### src/rtl/egress_scheduler_pkg.sv
// Shared definitions for the egress scheduler: word width, port count,
// state encoding and source port codes.
package egress_scheduler_pkg;

  localparam int DATA_W    = 10;
  localparam int NUM_PORTS = 4;

  typedef enum logic [1:0] {
    IDLE   = 2'd0,
    ACTIVE = 2'd1,
    DRAIN  = 2'd2
  } state_t;

  typedef enum logic [1:0] {
    SRC_FIFO4 = 2'd0,
    SRC_FIFO5 = 2'd1,
    SRC_FIFO6 = 2'd2,
    SRC_FIFO7 = 2'd3
  } src_t;

endpackage

### src/rtl/egress_scheduler_if.sv
// Bus between the interconnect output FIFOs 4..7, the scheduler and the
// downstream consumer. The scheduler sits on the slave modport.
interface egress_scheduler_if;
  import egress_scheduler_pkg::*;

  logic [DATA_W-1:0] fifo4_out, fifo5_out, fifo6_out, fifo7_out;
  logic              empty4, empty5, empty6, empty7;
  logic              pop4, pop5, pop6, pop7;

  // Stream handshake: a word moves on every rising edge where
  // valid_out && ready_in; data_out/src_out hold while valid_out && !ready_in.
  logic [DATA_W-1:0] data_out;
  logic [1:0]        src_out;
  logic              valid_out;
  logic              ready_in;

  modport master (
    output fifo4_out, fifo5_out, fifo6_out, fifo7_out,
    output empty4, empty5, empty6, empty7,
    output ready_in,
    input  pop4, pop5, pop6, pop7,
    input  data_out, src_out, valid_out
  );

  modport slave (
    input  fifo4_out, fifo5_out, fifo6_out, fifo7_out,
    input  empty4, empty5, empty6, empty7,
    input  ready_in,
    output pop4, pop5, pop6, pop7,
    output data_out, src_out, valid_out
  );

endinterface

### src/rtl/egress_queue.sv
// Circular output queue with an enqueue port and a valid/ready head.
// Head data reads as zero while the queue is empty.
module egress_queue #(
  parameter int DEPTH = 4,
  parameter int W     = 12
) (
  input  logic                       clk,
  input  logic                       rst_n,
  input  logic                       enq_valid,
  input  logic [W-1:0]               enq_data,
  input  logic                       deq_ready,
  output logic [W-1:0]               head_data,
  output logic                       head_valid,
  output logic [$clog2(DEPTH+1)-1:0] occ
);

  localparam int PTR_W = (DEPTH > 1) ? $clog2(DEPTH) : 1;
  localparam int OCC_W = $clog2(DEPTH + 1);

  logic [W-1:0]     mem [DEPTH];
  logic [PTR_W-1:0] head, tail;
  logic [OCC_W-1:0] occ_q;
  logic             enq, deq;

  function automatic logic [PTR_W-1:0] next_ptr(input logic [PTR_W-1:0] p);
    return (p == PTR_W'(DEPTH - 1)) ? '0 : p + PTR_W'(1);
  endfunction

  assign head_valid = (occ_q != '0);
  assign head_data  = head_valid ? mem[head] : '0;
  assign occ        = occ_q;
  assign deq        = head_valid && deq_ready;
  // A full queue still accepts a word when the head leaves in the same cycle.
  assign enq        = enq_valid && ((occ_q != OCC_W'(DEPTH)) || deq);

  always_ff @(posedge clk) begin
    if (enq) mem[tail] <= enq_data;
  end

  always_ff @(posedge clk or negedge rst_n) begin
    if (!rst_n) begin
      head  <= '0;
      tail  <= '0;
      occ_q <= '0;
    end else begin
      if (enq) tail <= next_ptr(tail);
      if (deq) head <= next_ptr(head);
      case ({enq, deq})
        2'b10:   occ_q <= occ_q + OCC_W'(1);
        2'b01:   occ_q <= occ_q - OCC_W'(1);
        default: occ_q <= occ_q;
      endcase
    end
  end

endmodule

### src/rtl/egress_scheduler.sv
// Drains FIFOs 4..7 round-robin into one valid/ready word stream, with
// credit-based popping so downstream stalls never lose a word.
module egress_scheduler
  import egress_scheduler_pkg::*;
#(
  parameter int BUF_DEPTH = 4,
  parameter int CNT_W     = 8
) (
  input  logic              clk,
  input  logic              reset,
  egress_scheduler_if.slave bus,
  input  logic              enable,
  input  logic [1:0]        cnt_sel,
  output logic [CNT_W-1:0]  cnt_out,
  output logic              idle,
  output state_t            state_dbg
);

  localparam int OCC_W = $clog2(BUF_DEPTH + 1);
  localparam int SUM_W = OCC_W + 1;

  state_t                state;
  logic [1:0]            ptr;
  logic                  inflight;
  src_t                  inflight_src;
  logic [CNT_W-1:0]      cnt_q [NUM_PORTS];
  logic [NUM_PORTS-1:0]  empty_v;
  logic [DATA_W-1:0]     fifo_data [NUM_PORTS];
  logic [OCC_W-1:0]      occ;
  logic [DATA_W+1:0]     q_head;
  logic                  q_valid;
  logic                  credit_ok, gnt_found, do_pop;
  logic [1:0]            gnt_port, cand;

  assign empty_v      = {bus.empty7, bus.empty6, bus.empty5, bus.empty4};
  assign fifo_data[0] = bus.fifo4_out;
  assign fifo_data[1] = bus.fifo5_out;
  assign fifo_data[2] = bus.fifo6_out;
  assign fifo_data[3] = bus.fifo7_out;

  // Every popped word already owns a queue slot; same-cycle dequeues are not credited.
  assign credit_ok = ({1'b0, occ} + SUM_W'(inflight)) < SUM_W'(BUF_DEPTH);

  always_comb begin
    gnt_found = 1'b0;
    gnt_port  = ptr;
    cand      = ptr;
    for (int i = 1; i <= NUM_PORTS; i++) begin
      cand = ptr + 2'(i);
      if (!gnt_found && !empty_v[cand]) begin
        gnt_found = 1'b1;
        gnt_port  = cand;
      end
    end
  end

  assign do_pop   = (state == ACTIVE) && gnt_found && credit_ok;
  assign bus.pop4 = do_pop && (gnt_port == 2'd0);
  assign bus.pop5 = do_pop && (gnt_port == 2'd1);
  assign bus.pop6 = do_pop && (gnt_port == 2'd2);
  assign bus.pop7 = do_pop && (gnt_port == 2'd3);

  always_ff @(posedge clk or negedge reset) begin
    if (!reset) begin
      state        <= IDLE;
      ptr          <= 2'd3;
      inflight     <= 1'b0;
      inflight_src <= SRC_FIFO4;
      for (int p = 0; p < NUM_PORTS; p++) cnt_q[p] <= '0;
    end else begin
      case (state)
        IDLE:    if (enable) state <= ACTIVE;
        ACTIVE:  if (!enable) state <= DRAIN;
        DRAIN: begin
          if (enable) state <= ACTIVE;
          else if (!inflight && (occ == '0)) state <= IDLE;
        end
        default: state <= IDLE;
      endcase
      inflight <= do_pop;
      if (do_pop) begin
        ptr          <= gnt_port;
        inflight_src <= src_t'(gnt_port);
      end
      if (inflight) cnt_q[inflight_src] <= cnt_q[inflight_src] + CNT_W'(1);
    end
  end

  egress_queue #(
    .DEPTH (BUF_DEPTH),
    .W     (DATA_W + 2)
  ) u_queue (
    .clk        (clk),
    .rst_n      (reset),
    .enq_valid  (inflight),
    .enq_data   ({inflight_src, fifo_data[inflight_src]}),
    .deq_ready  (bus.ready_in),
    .head_data  (q_head),
    .head_valid (q_valid),
    .occ        (occ)
  );

  assign bus.data_out  = q_head[DATA_W-1:0];
  assign bus.src_out   = q_head[DATA_W+1:DATA_W];
  assign bus.valid_out = q_valid;
  assign cnt_out       = cnt_q[cnt_sel];
  assign idle          = (state == IDLE);
  assign state_dbg     = state;

endmodule

### src/flat_wrapper.sv
// flat-port wrapper written by rule: the top's interface ports become plain ports
module egress_scheduler_flat import egress_scheduler_pkg::*;
#(
  parameter int BUF_DEPTH = 4,
  parameter int CNT_W     = 8
)
  (clk, reset, enable, cnt_sel, cnt_out, idle, state_dbg, bus_fifo4_out, bus_fifo5_out, bus_fifo6_out, bus_fifo7_out, bus_empty4, bus_empty5, bus_empty6, bus_empty7, bus_ready_in, bus_pop4, bus_pop5, bus_pop6, bus_pop7, bus_data_out, bus_src_out, bus_valid_out);
  egress_scheduler_if bus_i ();
  input  logic clk;
  input  logic reset;
  input  logic enable;
  input  logic [1:0] cnt_sel;
  output logic [CNT_W-1:0] cnt_out;
  output logic idle;
  output state_t state_dbg;
  input wire logic [$bits(bus_i.fifo4_out)-1:0] bus_fifo4_out;
  input wire logic [$bits(bus_i.fifo5_out)-1:0] bus_fifo5_out;
  input wire logic [$bits(bus_i.fifo6_out)-1:0] bus_fifo6_out;
  input wire logic [$bits(bus_i.fifo7_out)-1:0] bus_fifo7_out;
  input wire logic [$bits(bus_i.empty4)-1:0] bus_empty4;
  input wire logic [$bits(bus_i.empty5)-1:0] bus_empty5;
  input wire logic [$bits(bus_i.empty6)-1:0] bus_empty6;
  input wire logic [$bits(bus_i.empty7)-1:0] bus_empty7;
  input wire logic [$bits(bus_i.ready_in)-1:0] bus_ready_in;
  output wire logic [$bits(bus_i.pop4)-1:0] bus_pop4;
  output wire logic [$bits(bus_i.pop5)-1:0] bus_pop5;
  output wire logic [$bits(bus_i.pop6)-1:0] bus_pop6;
  output wire logic [$bits(bus_i.pop7)-1:0] bus_pop7;
  output wire logic [$bits(bus_i.data_out)-1:0] bus_data_out;
  output wire logic [$bits(bus_i.src_out)-1:0] bus_src_out;
  output wire logic [$bits(bus_i.valid_out)-1:0] bus_valid_out;
  assign bus_i.fifo4_out = bus_fifo4_out;
  assign bus_i.fifo5_out = bus_fifo5_out;
  assign bus_i.fifo6_out = bus_fifo6_out;
  assign bus_i.fifo7_out = bus_fifo7_out;
  assign bus_i.empty4 = bus_empty4;
  assign bus_i.empty5 = bus_empty5;
  assign bus_i.empty6 = bus_empty6;
  assign bus_i.empty7 = bus_empty7;
  assign bus_i.ready_in = bus_ready_in;
  assign bus_pop4 = bus_i.pop4;
  assign bus_pop5 = bus_i.pop5;
  assign bus_pop6 = bus_i.pop6;
  assign bus_pop7 = bus_i.pop7;
  assign bus_data_out = bus_i.data_out;
  assign bus_src_out = bus_i.src_out;
  assign bus_valid_out = bus_i.valid_out;
  egress_scheduler #(.BUF_DEPTH(BUF_DEPTH), .CNT_W(CNT_W)) u_core (.clk(clk), .reset(reset), .bus(bus_i), .enable(enable), .cnt_sel(cnt_sel), .cnt_out(cnt_out), .idle(idle), .state_dbg(state_dbg));
endmodule
### config.mk
export PLATFORM = sky130hd
export DESIGN_NAME = egress_scheduler_flat
export DESIGN_NICKNAME = d
export VERILOG_FILES = /design/src/rtl/egress_scheduler_pkg.sv /design/src/rtl/egress_scheduler_if.sv /design/src/rtl/egress_queue.sv /design/src/rtl/egress_scheduler.sv /design/src/flat_wrapper.sv
export SDC_FILE = /design/constraint.sdc
export NUM_CORES = 1
export LEC_CHECK = 0
export CORE_UTILIZATION = 35
export DETAILED_ROUTE_END_ITERATION = 16
export HOLD_SLACK_MARGIN = 0.1
export MAX_ROUTING_LAYER = met4
export PLACE_DENSITY = 0.58
export SYNTH_ARGS = -nofsm -noshare
export SYNTH_HDL_FRONTEND = slang
export SYNTH_SLANG_ARGS = --single-unit
export TNS_END_PERCENT = 100
### constraint.sdc
create_clock -name clk -period 2.5 [get_ports clk]
set_input_delay 0.5 -clock clk [delete_from_list [all_inputs] [get_ports clk]]
set_output_delay 0.5 -clock clk [all_outputs]
set_load 0.005 [all_outputs]
======== Word level (Yosys, flattened, before mapping) ========
Memory sizes are Yosys's and may differ from the RTL's.
Index checks and enable logic that the tools add are counted.
word-level totals
  bits in registers ....................... 46
  memory bits (writable) .................. 48
  output and inout bits ................... 28
  memories ................................ 1
operators by class
  $add $sub $neg .......................... 9
  $lt $le $gt $ge ......................... 8
  eq/ne operators ......................... 13
  muxes and demuxes ....................... 39
  bitwise logic cells ..................... 2
  reduce and logical (&&, ||, !) cells .... 26
memory list
  name                words  width  read ports  clocked after memory_dff  wr ports  RTL line            text
  u_core.u_queue.mem  4      12     1           0                         1         egress_queue.sv:20  logic [W-1:0] mem [DEPTH];
operators with widths
  operator                                                                       count
  8-bit two-way mux                                                              5
  8-bit binary-select mux with 2-bit select                                      2
  32-bit bitwise mux                                                             1
  10-bit binary-select mux with 2-bit select                                     1
  10-bit two-way mux                                                             2
  2-bit two-way mux                                                              10
  8-bit demux with 2-bit select                                                  1
  1-bit logical AND                                                              13
  2-bit equality test (second input constant)                                    6
  2-bit by 3-bit less-than comparator with 1-bit output (second input constant)  4
  12-bit two-way mux                                                             1
  1-bit two-way mux                                                              10
  8-bit by 1-bit adder with 8-bit output (second input constant)                 1
  1-bit binary-select mux with 2-bit select                                      4
  2-bit by 1-bit adder with 2-bit output (second input constant)                 3
  2-bit by 1-bit equality test with 1-bit output (second input constant)         3
  3-bit greater-or-equal comparator (second input constant)                      2
  1-bit zero test                                                                6
  2-bit inverter with 3-bit output                                               2
  2-bit case mux with 3 select lines                                             1
  3-bit case mux with 2 select lines                                             1
  2-bit adder (second input constant)                                            2
  3-bit by 1-bit adder with 4-bit output                                         1
  2-bit zero test                                                                2
  12 further kinds                                                               13

======== Logic depth before layout (Yosys ltp) ========
  word-level depth ........................ 15
  gate-level depth with buffers ........... 9
  mapped depth without buffers ............ 7

======== Modules after synthesis ========
From an unflattened synthesis, not the netlist that was laid out.
unflattened totals
  cells, all modules ...................... 350
  area total of the unflattened synthesis .. 4867.2 um^2
by module, submodules not included
  module            times used  cells an instance  area an instance (um^2)  sequential area each (um^2)
  egress_scheduler  1           222                2522.4                   978.4
  egress_queue      1           128                2344.7                   1616.6

======== Worst setup path after synthesis ========
OpenSTA, ideal clock, no wires.
  path kind ............................... register to register
  start ................................... register u_core.inflight_src[0]
  end ..................................... register u_core.cnt_q[22] (netlist name)
  setup time .............................. 66 ps
  data arrival time ....................... 2113 ps
  data required time ...................... 2434 ps
  setup slack ............................. 322 ps
  stages on the path, launching flop included .. 10
  path buffers ............................ 3
  period minus slack after synthesis ...... 2178 ps
  path through ............................ dfrtp_1 -> buf_6 -> mux4_1 -> buf_2 -> ha_1 -> clkbuf_1 -> inv_1 -> or3_1 -> mux2_2 -> nand2_1
between the ends
  longest elaborated chain between the ends .. 6
  elaborated cells between the ends (all ways) .. 11
ends and longest elaborated chain
  what                                                                                            RTL line                text
  start, declared                                                                                 egress_scheduler.sv:25  src_t inflight_src;
  start signal, assigned                                                                          egress_scheduler.sv:83  inflight_src <= src_t'(gnt_port);
  2-bit inverter with 3-bit output (implied by the code) (*)                                      egress_scheduler.sv:85  if (inflight) cnt_q[inflight_src] <= cnt_q[inflight_src] + CNT_W'(1);
  8-bit binary-select mux with 2-bit select, or another cell as far along                         egress_scheduler.sv:85
  8-bit two-way mux (implied by the code) / 1-bit logical AND (equally long branches)             egress_scheduler.sv:85
  8-bit two-way mux (implied by the code)                                                         egress_scheduler.sv:85
  8-bit by 1-bit adder with 8-bit output / 8-bit demux with 2-bit select (equally long branches)  egress_scheduler.sv:85
  32-bit bitwise mux (*)                                                                          egress_scheduler.sv:85
  end signal, assigned by index                                                                   egress_scheduler.sv:85
  end, declared                                                                                   egress_scheduler.sv:26  logic [CNT_W-1:0] cnt_q [NUM_PORTS];
Every way passes the cells marked *; elsewhere a longest branch is shown, timed or not. The select of a mux whose other input is x is not followed.
A chain may end at the register's enable or synchronous reset.

======== Worst setup path after layout ========
  start ................................... register u_core.u_queue.head[0]
  end ..................................... output bus_data_out[1]
between the ends
  longest elaborated chain between the ends .. 2
ends and longest elaborated chain
  what                    RTL line            text
  start, declared         egress_queue.sv:21  logic [PTR_W-1:0] head, tail;
  start signal, assigned  egress_queue.sv:47  if (deq) head <= next_ptr(head);
  memory 4 x 12 bit       --
  12-bit two-way mux      egress_queue.sv:30  assign head_data = head_valid ? mem[head] : '0;
  end, declared           flat_wrapper.sv:29  output wire logic [$bits(bus_i.data_out)-1:0] bus_data_out;
Every way passes these cells.

==> results.yml <==
detailed_routing:
  drc: 0
  viasPerCell: 5.27
  num_vias: 3329
  wl_mm: 10.8
  first_pass_iters: 4
  post_drt_wl_per_cell_um: 17.1
  drt_iter0_markers: 132
  route.antenna.remaining_nets: 0
clock_network:
  cts.sinks: 94
  htree_levels: 3
  cts_tree: "yes"
  cts_root_buf: "clkbuf_16"
  clk_latency_ns: 0.35
  clk_path_buf_depth: 2
  path_clk_slew_ns: 0.07
  cts_hold_buffers: 0
  cts_buffers: 9
pwr:
  static-leakage-power_nw: 2.54
  finalPower_mw: 6.97
  ir_worst_vdd_uv: 672
  powerDensity_nw_per_um2: 1100
timing:
  period_share_pct: 97.7
  setup_tns_ns: 0
  rsz0062_at_grt: "true"
  hold_violations: 0
  setup_viol: 0
  slew_headroom_pct: 55.0
  drv_slew: 0
  fin_crit_ns: 2.44
  fin_skew_ns: 0.00669
  fmax_ghz: 0.409
  tightest_slew_ns: 0.674
job:
  cap_violations: 0
synth:
  synth_mux_area_share_pct: 20.8
  synth_top_family_by_area: "multiplexers"
  synth_async_sr_flop_share_pct: 48.9
  yosys.area.top_type: "edfxtp_1"
  synth-compound-area-share_pct: 6.28
  synth_area_um2: 4800
  synthAdderAreaFrac_pct: 1.98
  ys_seq_elements: 94
  ys_seq_area_share_pct: 54.1
  synth_enable_flop_cells: 48
  netlist_instances: 348
  avgSynthCellArea_um2: 13.8
  syn-num-nets: 405
  ys_dominant_reg_cell: "edfxtp_1"
  synth-xor-area-share_pct: 1.64
  synth_most_common_cell: "edfxtp_1"
  yosysTopAreaCellShare_pct: 30.0
  synth_warnings: 0
  synth.area.top_cells: "edfxtp_1 (30%), dfrtp_1 (23%), mux4_2 (15%)"
  yosysUniqueCellTypes: 50
  synthSimpleGateAreaFrac_pct: 12.6
  yosys-top-cells-count: "edfxtp_1 (48), dfrtp_1 (44), mux4_2 (33)"
floorplan:
  die-area_um2: 14200
  die_h_um: 119
  die_x_um: 119
  ios: 78
  fp-row-count: 42
  start_util_pct: 36.1
  design.core.area_um2: 13300
cells_and_area:
  nets: 508
  num-fill-cells: 1180
  antenna_cells: 0
  multi_input_area_um2: 2120
  fin_util_pct: 47.8
  area_growth_pct: 32.4
  ff_latch_area_um2: 2600
  layout-drive-gt1-share_pct: 25.2
setup_path:
  worst_r2r_path_depth: 5
  timing.rr.start: "u_core.inflight_src[0]"
  path_max_fanout: 6
  cp.required_ns: 2.00
  arrival_ns: 1.94
  crit_type: "flop to primary output"
  start_kind: "flop"
  endpoint_kind: "primary output"
  ff2ff_setup_slack_ns: 0.24
  r2r_end: "u_core.cnt_q[22]"
global_routing:
  grt_max_degree: 25
  gr-total-overflow: 0
  grt_use_total_pct: 17.0
  antenna_found_initial: 0
  grt_pass1_vias: 3475
  grt_pass1_wl_mm: 17.7
placed_design:
  gp_congestion: 0.841
  dp_hpwl_mm: 7.30
  io_buffers: 77
status:
  status: "completed"
worst_hold_path:
  min_path_type: "input port to async pin"
[cell families (layout without fill, tap and decap cells)]
logic type	after synthesis	in the layout
compound gates	49	49
buf+inv	30	138
mux	50	50
fa+ha+maj	7	7
flops	94	94
xor+xnor	9	9
simple gates	109	109
[flip-flops by register name, summed over array words and instances (netlist names)]
name,count
u_core.cnt_q,32
u_core.inflight_src,2
u_core.ptr,2
u_core.state_dbg,2
u_core.u_queue.tail,2
u_core.u_queue.occ,3
u_core.inflight,1
u_core.u_queue.mem,48
u_core.u_queue.head,2
[area by class of cell]
type / instances / area share, %
repair buffers: 113 / 17.1
multi-input cells: 224 / 33.3
clock buffers: 10 / 3.60
clock inverters: 6 / 1.10
well taps: 176 / 3.47
flip-flops and latches: 94 / 40.9
inverters: 9 / 0.532
[report_power, final]
part / switching, mW / leakage (nW) / internal [mW]
clock: 0.606 / 0.144 / 0.784
sequential: 0.307 / 1.02 / 2.15
combinational: 1.45 / 1.37 / 1.68
total: 2.36 / 2.54 / 4.60
[through the flow]
step	setup slack (ns)	hold WS, ns	std cells	cell area, um2
2_1_floorplan	0.322	0.204	348	4800
3_3_place_gp	-0.262	0.453	601	5900
3_5_place_dp	-0.326	0.454	601	5900
4_1_cts	0.00125	0.144	632	6330
5_1_grt	-0.0164	0.169	632	6350
6_report	0.0571	0.134	632	6350
[critical path: stages (launching register included)]
cell and delay [ns]:
dfrtp_1 0.37, buf_4 0.15, buf_16 0.13, buf_4 0.13
mux4_2 0.40, and2_4 0.16, dlygate4sd2_1 0.25
[layout by cell type (no fill, tap or decap), types with 7 or more instances in the layout]
cell type / count
inv_1: 9
and2_1: 13
dlygate4sd2_1: 21
a21oi_1: 7
edfxtp_1: 48
mux4_2: 33
buf_4: 30
xor2_1: 8
nand3_1: 8
nand2_1: 28
mux2_2: 11
clkdlybuf4s50_1: 47
o21ai_0: 19
nor3_1: 7
clkbuf_16: 9
nor2_1: 14
dfrtp_1: 43
[repair_timing]
action	CTS	global route
gates cloned	1	0
buffers inserted	14	0
pin swaps	4	2
resized for setup	40	10
setup endpoints to repair	24	9
[worst max-delay path by stage]
stage	from	end	slack [ns]	cells past startpoint
after floorplan	u_core.inflight_src[0]	u_core.cnt_q[22]	0.32	9
after global placement	bus_empty5	bus_pop6	-0.26	6
after detailed placement	bus_empty7	bus_pop4	-0.33	7
after CTS	cnt_sel[0]	cnt_out[5]	0.001	5
after global routing	u_core.u_queue.head[0]	bus_data_out[1]	-0.02	6
final	u_core.u_queue.head[0]	bus_data_out[1]	0.06	6
[routing by layer]
| layer | global-route usage [%] | vias to the layer above | wire [um] |
|---|---|---|---|
| li1 | - | 1543 | - |
| met4 | 7.52 | 0 | 196 |
| met2 | 28.4 | 86 | 5500 |
| met1 | 19.8 | 1686 | 4560 |
| met5 | - | - | 0 |
| met3 | 3.30 | 14 | 558 |
No activity file was read; power rests on OpenSTA's default activity.
